--- src/rtl/imm_pkg.sv ---
// imm_pkg: immediate format encodings, counter width and FIFO entry type
package imm_pkg;
  typedef enum logic [1:0] {IMM_I = 2'b00, IMM_S = 2'b01, IMM_B = 2'b10, IMM_J = 2'b11} imm_src_e;
  localparam int CNT_W = 16;
  typedef struct packed {
    logic [31:0] instr;
    logic        err;
  } enc_res_t;
  // true when v[31:lsb] are all equal, i.e. v is a sign extension from bit lsb
  function automatic logic fits(input logic [31:0] v, input int unsigned lsb);
    logic signed [31:0] s;
    s = $signed(v) >>> lsb;
    return s == '0 || s == '1;
  endfunction
endpackage

--- src/rtl/imm_encoder_if.sv ---
// imm_encoder_if: request/result handshake bundle of the immediate encoder
interface imm_encoder_if;
  import imm_pkg::*;
  logic        in_valid;
  logic        in_ready;
  logic [31:0] in_imm;
  imm_src_e    in_imm_src;
  logic [31:0] in_base;
  logic        out_valid;
  logic        out_ready;
  logic [31:0] out_instr;
  logic        out_err;
  modport master (
    output in_valid, in_imm, in_imm_src, in_base, out_ready,
    input  in_ready, out_valid, out_instr, out_err
  );
  modport slave (
    input  in_valid, in_imm, in_imm_src, in_base, out_ready,
    output in_ready, out_valid, out_instr, out_err
  );
endinterface

--- src/rtl/imm_pack.sv ---
// imm_pack: places an immediate into its instruction format and flags out-of-range values
module imm_pack
  import imm_pkg::*;
(
  input  logic [31:0] imm_i,
  input  imm_src_e    src_i,
  input  logic [31:0] base_i,
  output logic [31:0] instr_o,
  output logic        err_o
);
  always_comb begin
    instr_o = src_i == IMM_I ? {imm_i[11:0], base_i[19:0]} :
              src_i == IMM_S ? {imm_i[11:5], base_i[24:12], imm_i[4:0], base_i[6:0]} :
              src_i == IMM_B ? {imm_i[12], imm_i[10:5], base_i[24:12], imm_i[4:1], imm_i[11], base_i[6:0]} :
                               {imm_i[20], imm_i[10:1], imm_i[11], imm_i[19:12], base_i[11:0]};
    err_o = src_i == IMM_B ? !fits(imm_i, 12) || imm_i[0] :
            src_i == IMM_J ? !fits(imm_i, 20) || imm_i[0] :
                             !fits(imm_i, 11);
  end
endmodule

--- src/rtl/imm_encoder.sv ---
// imm_encoder: encodes immediates into instructions through a 2-entry result FIFO with counters
module imm_encoder
  import imm_pkg::*;
(
  input  logic             clk,
  input  logic             rst_n,
  imm_encoder_if.slave     bus,
  input  logic             cnt_clr,
  output logic [CNT_W-1:0] enc_count,
  output logic [CNT_W-1:0] err_count
);
  enc_res_t         res;
  enc_res_t         mem_q [2];
  logic             wr_ptr_q, wr_ptr_d, rd_ptr_q, rd_ptr_d;
  logic [1:0]       count_q, count_d;
  logic [CNT_W-1:0] enc_q, enc_d, err_q, err_d;
  logic             push, pop;
  imm_pack u_pack (
    .imm_i   (bus.in_imm),
    .src_i   (bus.in_imm_src),
    .base_i  (bus.in_base),
    .instr_o (res.instr),
    .err_o   (res.err)
  );
  assign bus.in_ready  = count_q != 2'd2;
  assign bus.out_valid = count_q != 2'd0;
  assign bus.out_instr = mem_q[rd_ptr_q].instr;
  assign bus.out_err   = mem_q[rd_ptr_q].err;
  assign enc_count     = enc_q;
  assign err_count     = err_q;
  always_comb begin
    push     = bus.in_valid && bus.in_ready;
    pop      = bus.out_valid && bus.out_ready;
    count_d  = count_q + 2'(push) - 2'(pop);
    wr_ptr_d = wr_ptr_q ^ push;
    rd_ptr_d = rd_ptr_q ^ pop;
    enc_d    = cnt_clr ? '0 : enc_q + CNT_W'(push && enc_q != '1);
    err_d    = cnt_clr ? '0 : err_q + CNT_W'(push && res.err && err_q != '1);
  end
  always_ff @(posedge clk or negedge rst_n)
    if (!rst_n) begin
      mem_q    <= '{default: '0};
      wr_ptr_q <= 1'b0;
      rd_ptr_q <= 1'b0;
      count_q  <= 2'd0;
      enc_q    <= '0;
      err_q    <= '0;
    end else begin
      if (push) mem_q[wr_ptr_q] <= res;
      wr_ptr_q <= wr_ptr_d;
      rd_ptr_q <= rd_ptr_d;
      count_q  <= count_d;
      enc_q    <= enc_d;
      err_q    <= err_d;
    end
endmodule

--- src/flat_wrapper.sv ---
// flat-port wrapper written by rule: the top's interface ports become plain ports
module imm_encoder_flat import imm_pkg::*;
  (clk, rst_n, cnt_clr, enc_count, err_count, bus_in_valid, bus_in_imm, bus_in_imm_src, bus_in_base, bus_out_ready, bus_in_ready, bus_out_valid, bus_out_instr, bus_out_err);
  imm_encoder_if bus_i ();
  input  logic clk;
  input  logic rst_n;
  input  logic cnt_clr;
  output logic [CNT_W-1:0] enc_count;
  output logic [CNT_W-1:0] err_count;
  input wire logic [$bits(bus_i.in_valid)-1:0] bus_in_valid;
  input wire logic [$bits(bus_i.in_imm)-1:0] bus_in_imm;
  input wire logic [$bits(bus_i.in_imm_src)-1:0] bus_in_imm_src;
  input wire logic [$bits(bus_i.in_base)-1:0] bus_in_base;
  input wire logic [$bits(bus_i.out_ready)-1:0] bus_out_ready;
  output wire logic [$bits(bus_i.in_ready)-1:0] bus_in_ready;
  output wire logic [$bits(bus_i.out_valid)-1:0] bus_out_valid;
  output wire logic [$bits(bus_i.out_instr)-1:0] bus_out_instr;
  output wire logic [$bits(bus_i.out_err)-1:0] bus_out_err;
  assign bus_i.in_valid = bus_in_valid;
  assign bus_i.in_imm = bus_in_imm;
  assign bus_i.in_imm_src = bus_in_imm_src;
  assign bus_i.in_base = bus_in_base;
  assign bus_i.out_ready = bus_out_ready;
  assign bus_in_ready = bus_i.in_ready;
  assign bus_out_valid = bus_i.out_valid;
  assign bus_out_instr = bus_i.out_instr;
  assign bus_out_err = bus_i.out_err;
  imm_encoder u_core (.clk(clk), .rst_n(rst_n), .bus(bus_i), .cnt_clr(cnt_clr), .enc_count(enc_count), .err_count(err_count));
endmodule
--- config.mk ---
export PLATFORM = sky130hd
export DESIGN_NAME = imm_encoder_flat
export DESIGN_NICKNAME = d
export VERILOG_FILES = /design/src/rtl/imm_pkg.sv /design/src/rtl/imm_encoder_if.sv /design/src/rtl/imm_pack.sv /design/src/rtl/imm_encoder.sv /design/src/flat_wrapper.sv
export SDC_FILE = /design/constraint.sdc
export NUM_CORES = 1
export LEC_CHECK = 0
export BUFFER_PORTS_ARGS = -buffer_cell sky130_fd_sc_hd__buf_2
export CELL_PAD_IN_SITES_DETAIL_PLACEMENT = 0
export CELL_PAD_IN_SITES_GLOBAL_PLACEMENT = 2
export CORE_UTILIZATION = 34
export DETAILED_ROUTE_END_ITERATION = 7
export PLACE_DENSITY = 0.83
export SKIP_CTS_REPAIR_TIMING = 1
export SYNTH_ARGS = -nofsm -noshare
export SYNTH_HDL_FRONTEND = slang
export SYNTH_HIERARCHICAL = 1
export SYNTH_SLANG_ARGS = --single-unit
--- constraint.sdc ---
create_clock -name clk -period 3.3 [get_ports clk]
set_clock_uncertainty 0.2 [all_clocks]
set_input_delay 0 -clock clk [delete_from_list [all_inputs] [get_ports clk]]
set_output_delay 0 -clock clk [all_outputs]
set_load 0.02 [all_outputs]
==> results.toml <==
[final_layout]
diodes = 0
final_nets = 696
finish.utilization = 0.4618
drive_gt1_frac = 0.4293
n_fill_cell = 1399
design_area_um2 = 6814
area_growth_syn_to_layout_pct = 30.19

[global_routing]
grt_max_degree = 55
met2_usage = 0.2441
grt_first_pass_wirelength_um = 19460
grt_pass1_vias = 3909
grt_busiest_layer = "met2"
gr-usage-met3 = 0.03738
overflow = 0
use_met1 = 0.2081
gr-usage-all-layers = 0.1547
antenna_found_initial = 0

[critical_path]
slowest_delay_ns = 0.53
r2r-end = "u_core/err_count[13]$_DFF_PN0_"
cp.required_ns = 3.34
end_kind = "flop"
ff2ff_path_depth = 7
path_max_fanout = 8
cp-start-kind = "input port"
crit_type = "in2reg"
cp_top_family = "simple AND/OR/NAND/NOR gates"
worstSetupStartpoint = "bus_in_imm[11]"
crit_slowest_cell = "dlygate4sd3_1"
crit_arrival_ns = 2.88
r2r-start = "u_core/err_count[9]$_DFF_PN0_"
path_cells = "dlygate4sd3_1, buf_2, nand2_1, a21oi_1, o32ai_1, a22oi_1, nor3b_1, ha_1, nand4_1, nor4_1, mux2_2"
cp.depth = 11
crit_buf_inv = 2
reg2reg_slack_ns = 0.67

[logic_synthesis]
synth_top_family_by_area = "multiplexers"
yosysTopAreaCell = "dfrtp_1"
synth_ff_type = "dfrtp_1"
async_flop_share = 1.000
ys_seq_elements = 102
yosysSeqAreaShare = 0.4877
synth_compound_area_frac = 0.04733
synth_xor_xnor_area_share = 0.02175
synth_edf_count = 0
syn_nets = 533
synthCells = 454
syn_area_um2 = 5234
yosys_warnings = 6
yosysTopAreaCellShare = 0.4877
synth_most_common_cell = "mux2_2"
yosysUniqueCellTypes = 38
ys_top_cells_by_area = "dfrtp_1, mux2_2, nand2_1"
synth_simple_gate_area_frac = 0.1320
synthTopCellsByCount = "mux2_2, dfrtp_1, nand2_1"
muxShareOfSynthArea = 0.2472
syn-mean-instance-area_um2 = 11.53
synthAdderAreaFrac = 0.01913

[clock_tree]
cts_root_buf = "clkbuf_16"
cts_made_buffers = 9
cts_tree = "yes"
clk_pin_slew_worst_paths_ns = 0.07
clkSinkCount = 102
clkLatencyLatePin_ns = 0.35
clock_path_buffers = 2
htree_levels = 3

[floorplanning]
die_y_um = 126.1
io_pins = 138
floorplan.initialDensity = 0.3547
core_area_um2 = 14750
die_x_um = 126.1
die_area_um2 = 15890
row_count = 44

[placed_design]
pre_cts_slack_ns = 0.3374
placement.io_buffers = 130
dp_hpwl_um = 8118
placed_area_um2 = 5974
place.gp.congestion = 0.7922

[worst_hold_path]
min_path_type = "in2reg"
min-delay-start = "cnt_clr"
whs_endpoint = "u_core/enc_count[1]$_DFF_PN0_"
whs_path_depth = 2

[detailed_routing]
wl_per_cell_um = 15.18
drc = 0
via_count = 4000
drt-initial-drc-count = 145
first_pass_iters = 4
viasPerCell = 4.963
antenna_violating_nets_post_route = 0
wl_um = 12240

[sta]
max_slew_margin = 0.5178
hold_violations = 1
fin_crit_sh = 0.8630
rsz0062_at_grt = "false"
tightest_slew_ns = 0.7233
fmax_mhz = 351.1
whs_ns = -0.003011
setup-violations-final = 0
finalWorstSetupSlack_ns = 0.4519
finalMaxSlewViolations = 0
setup-tns-final_ns = 0
period_needed_ns = 2.848

[power]
power_density_nw_per_um2 = 784.2
leakagePower_nw = 3.081
vdd_ir_drop_max_uv = 255.2

[run_status]
violations = "negative hold slack"
status = "complete, but fails checks"

[job]
maxCapViolations = 0
## report_power, final
part           internal, mW  total [mW]  switching (mW)  leakage (nW)
clock                 0.677        1.17           0.493         0.160
sequential             1.71        1.92           0.216          1.27
combinational          1.11        2.25            1.14          1.65
total                  3.49        5.34            1.85          3.08
## per-stage QoR
stage          power, mW  std cells  hold slack, ns
2_1_floorplan      3.519        454         -0.4956
3_3_place_gp       4.102        739         -0.1133
3_5_place_dp       4.176        739        -0.09015
4_1_cts            5.375        755         -0.4805
5_1_grt            5.703        806         0.02804
6_report           5.344        806       -0.003011
## registers in the layout, summed over array words and instances, names as in the netlist
register          cells
u_core/enc_count     16
u_core/rd_ptr_q       1
u_core/count_q        2
u_core/wr_ptr_q       1
u_core/mem_q         66
u_core/err_count     16
## cell type report
| type | count | area [um2] | area share |
|---|---|---|---|
| flip-flops and latches | 102 | 2552 | 0.3746 |
| clock buffers | 9 | 225.2 | 0.03305 |
| inverters | 10 | 37.54 | 0.005509 |
| clock inverters | 7 | 103.9 | 0.01524 |
| repair buffers | 186 | 1214 | 0.1781 |
| well taps | 184 | 230.2 | 0.03379 |
| multi-input cells | 308 | 2451 | 0.3597 |
## cells in the final DEF, fill, tap and decap left out, types with 8 or more instances in the layout
cell and count:
clkbuf_16 9, dlygate4sd3_1 51, mux2_2 106, nand2_1 36, nor2b_1 9, inv_1 10, or4_1 8, nand3_1 9
o21ai_0 10, nand4_1 15, mux2_1 8, dfrtp_1 102, a21oi_1 17, nor2_1 21, nor4_1 14, o31ai_1 8
buf_2 129
## cell families after synthesis
kind of cell,Yosys count
multiplexers,115
flip-flops,102
buffers and inverters,44
AND/OR/NAND/NOR,129
adder cells (fa/ha/maj),8
AO/OA/AOI/OAI,43
XOR/XNOR,13
## routing by layer
metal | vias to the layer above | share of wire
met5 | - | 0
met4 | 0 | 0.014
met3 | 15 | 0.053
met2 | 118 | 0.45
met1 | 1934 | 0.48
li1 | 1933 | -
## worst max-delay path by stage
| stage | endpoint |
|---|---|
| 6_report | u_core/err_count[13]$_DFF_PN0_ |
| 5_1_grt | u_core/err_count[13]$_DFF_PN0_ |
| 4_1_cts | u_core/err_count[14]$_DFF_PN0_ |
| 3_5_place_dp | u_core/err_count[14]$_DFF_PN0_ |
| 3_3_place_gp | u_core/err_count[14]$_DFF_PN0_ |
| 2_1_floorplan | u_core/err_count[14]$_DFF_PN0_ |
## worst register-to-register path, stage by stage, from the launching register on
cell and delay (ns):
dfrtp_1 0.43, nand4_1 0.19, nor4_1 0.09, nor3b_1 0.31, ha_1 0.27, nand4_1 0.30
nor4_1 0.36, mux2_2 0.37
Note: power is estimated with default switching activity, not from simulation.
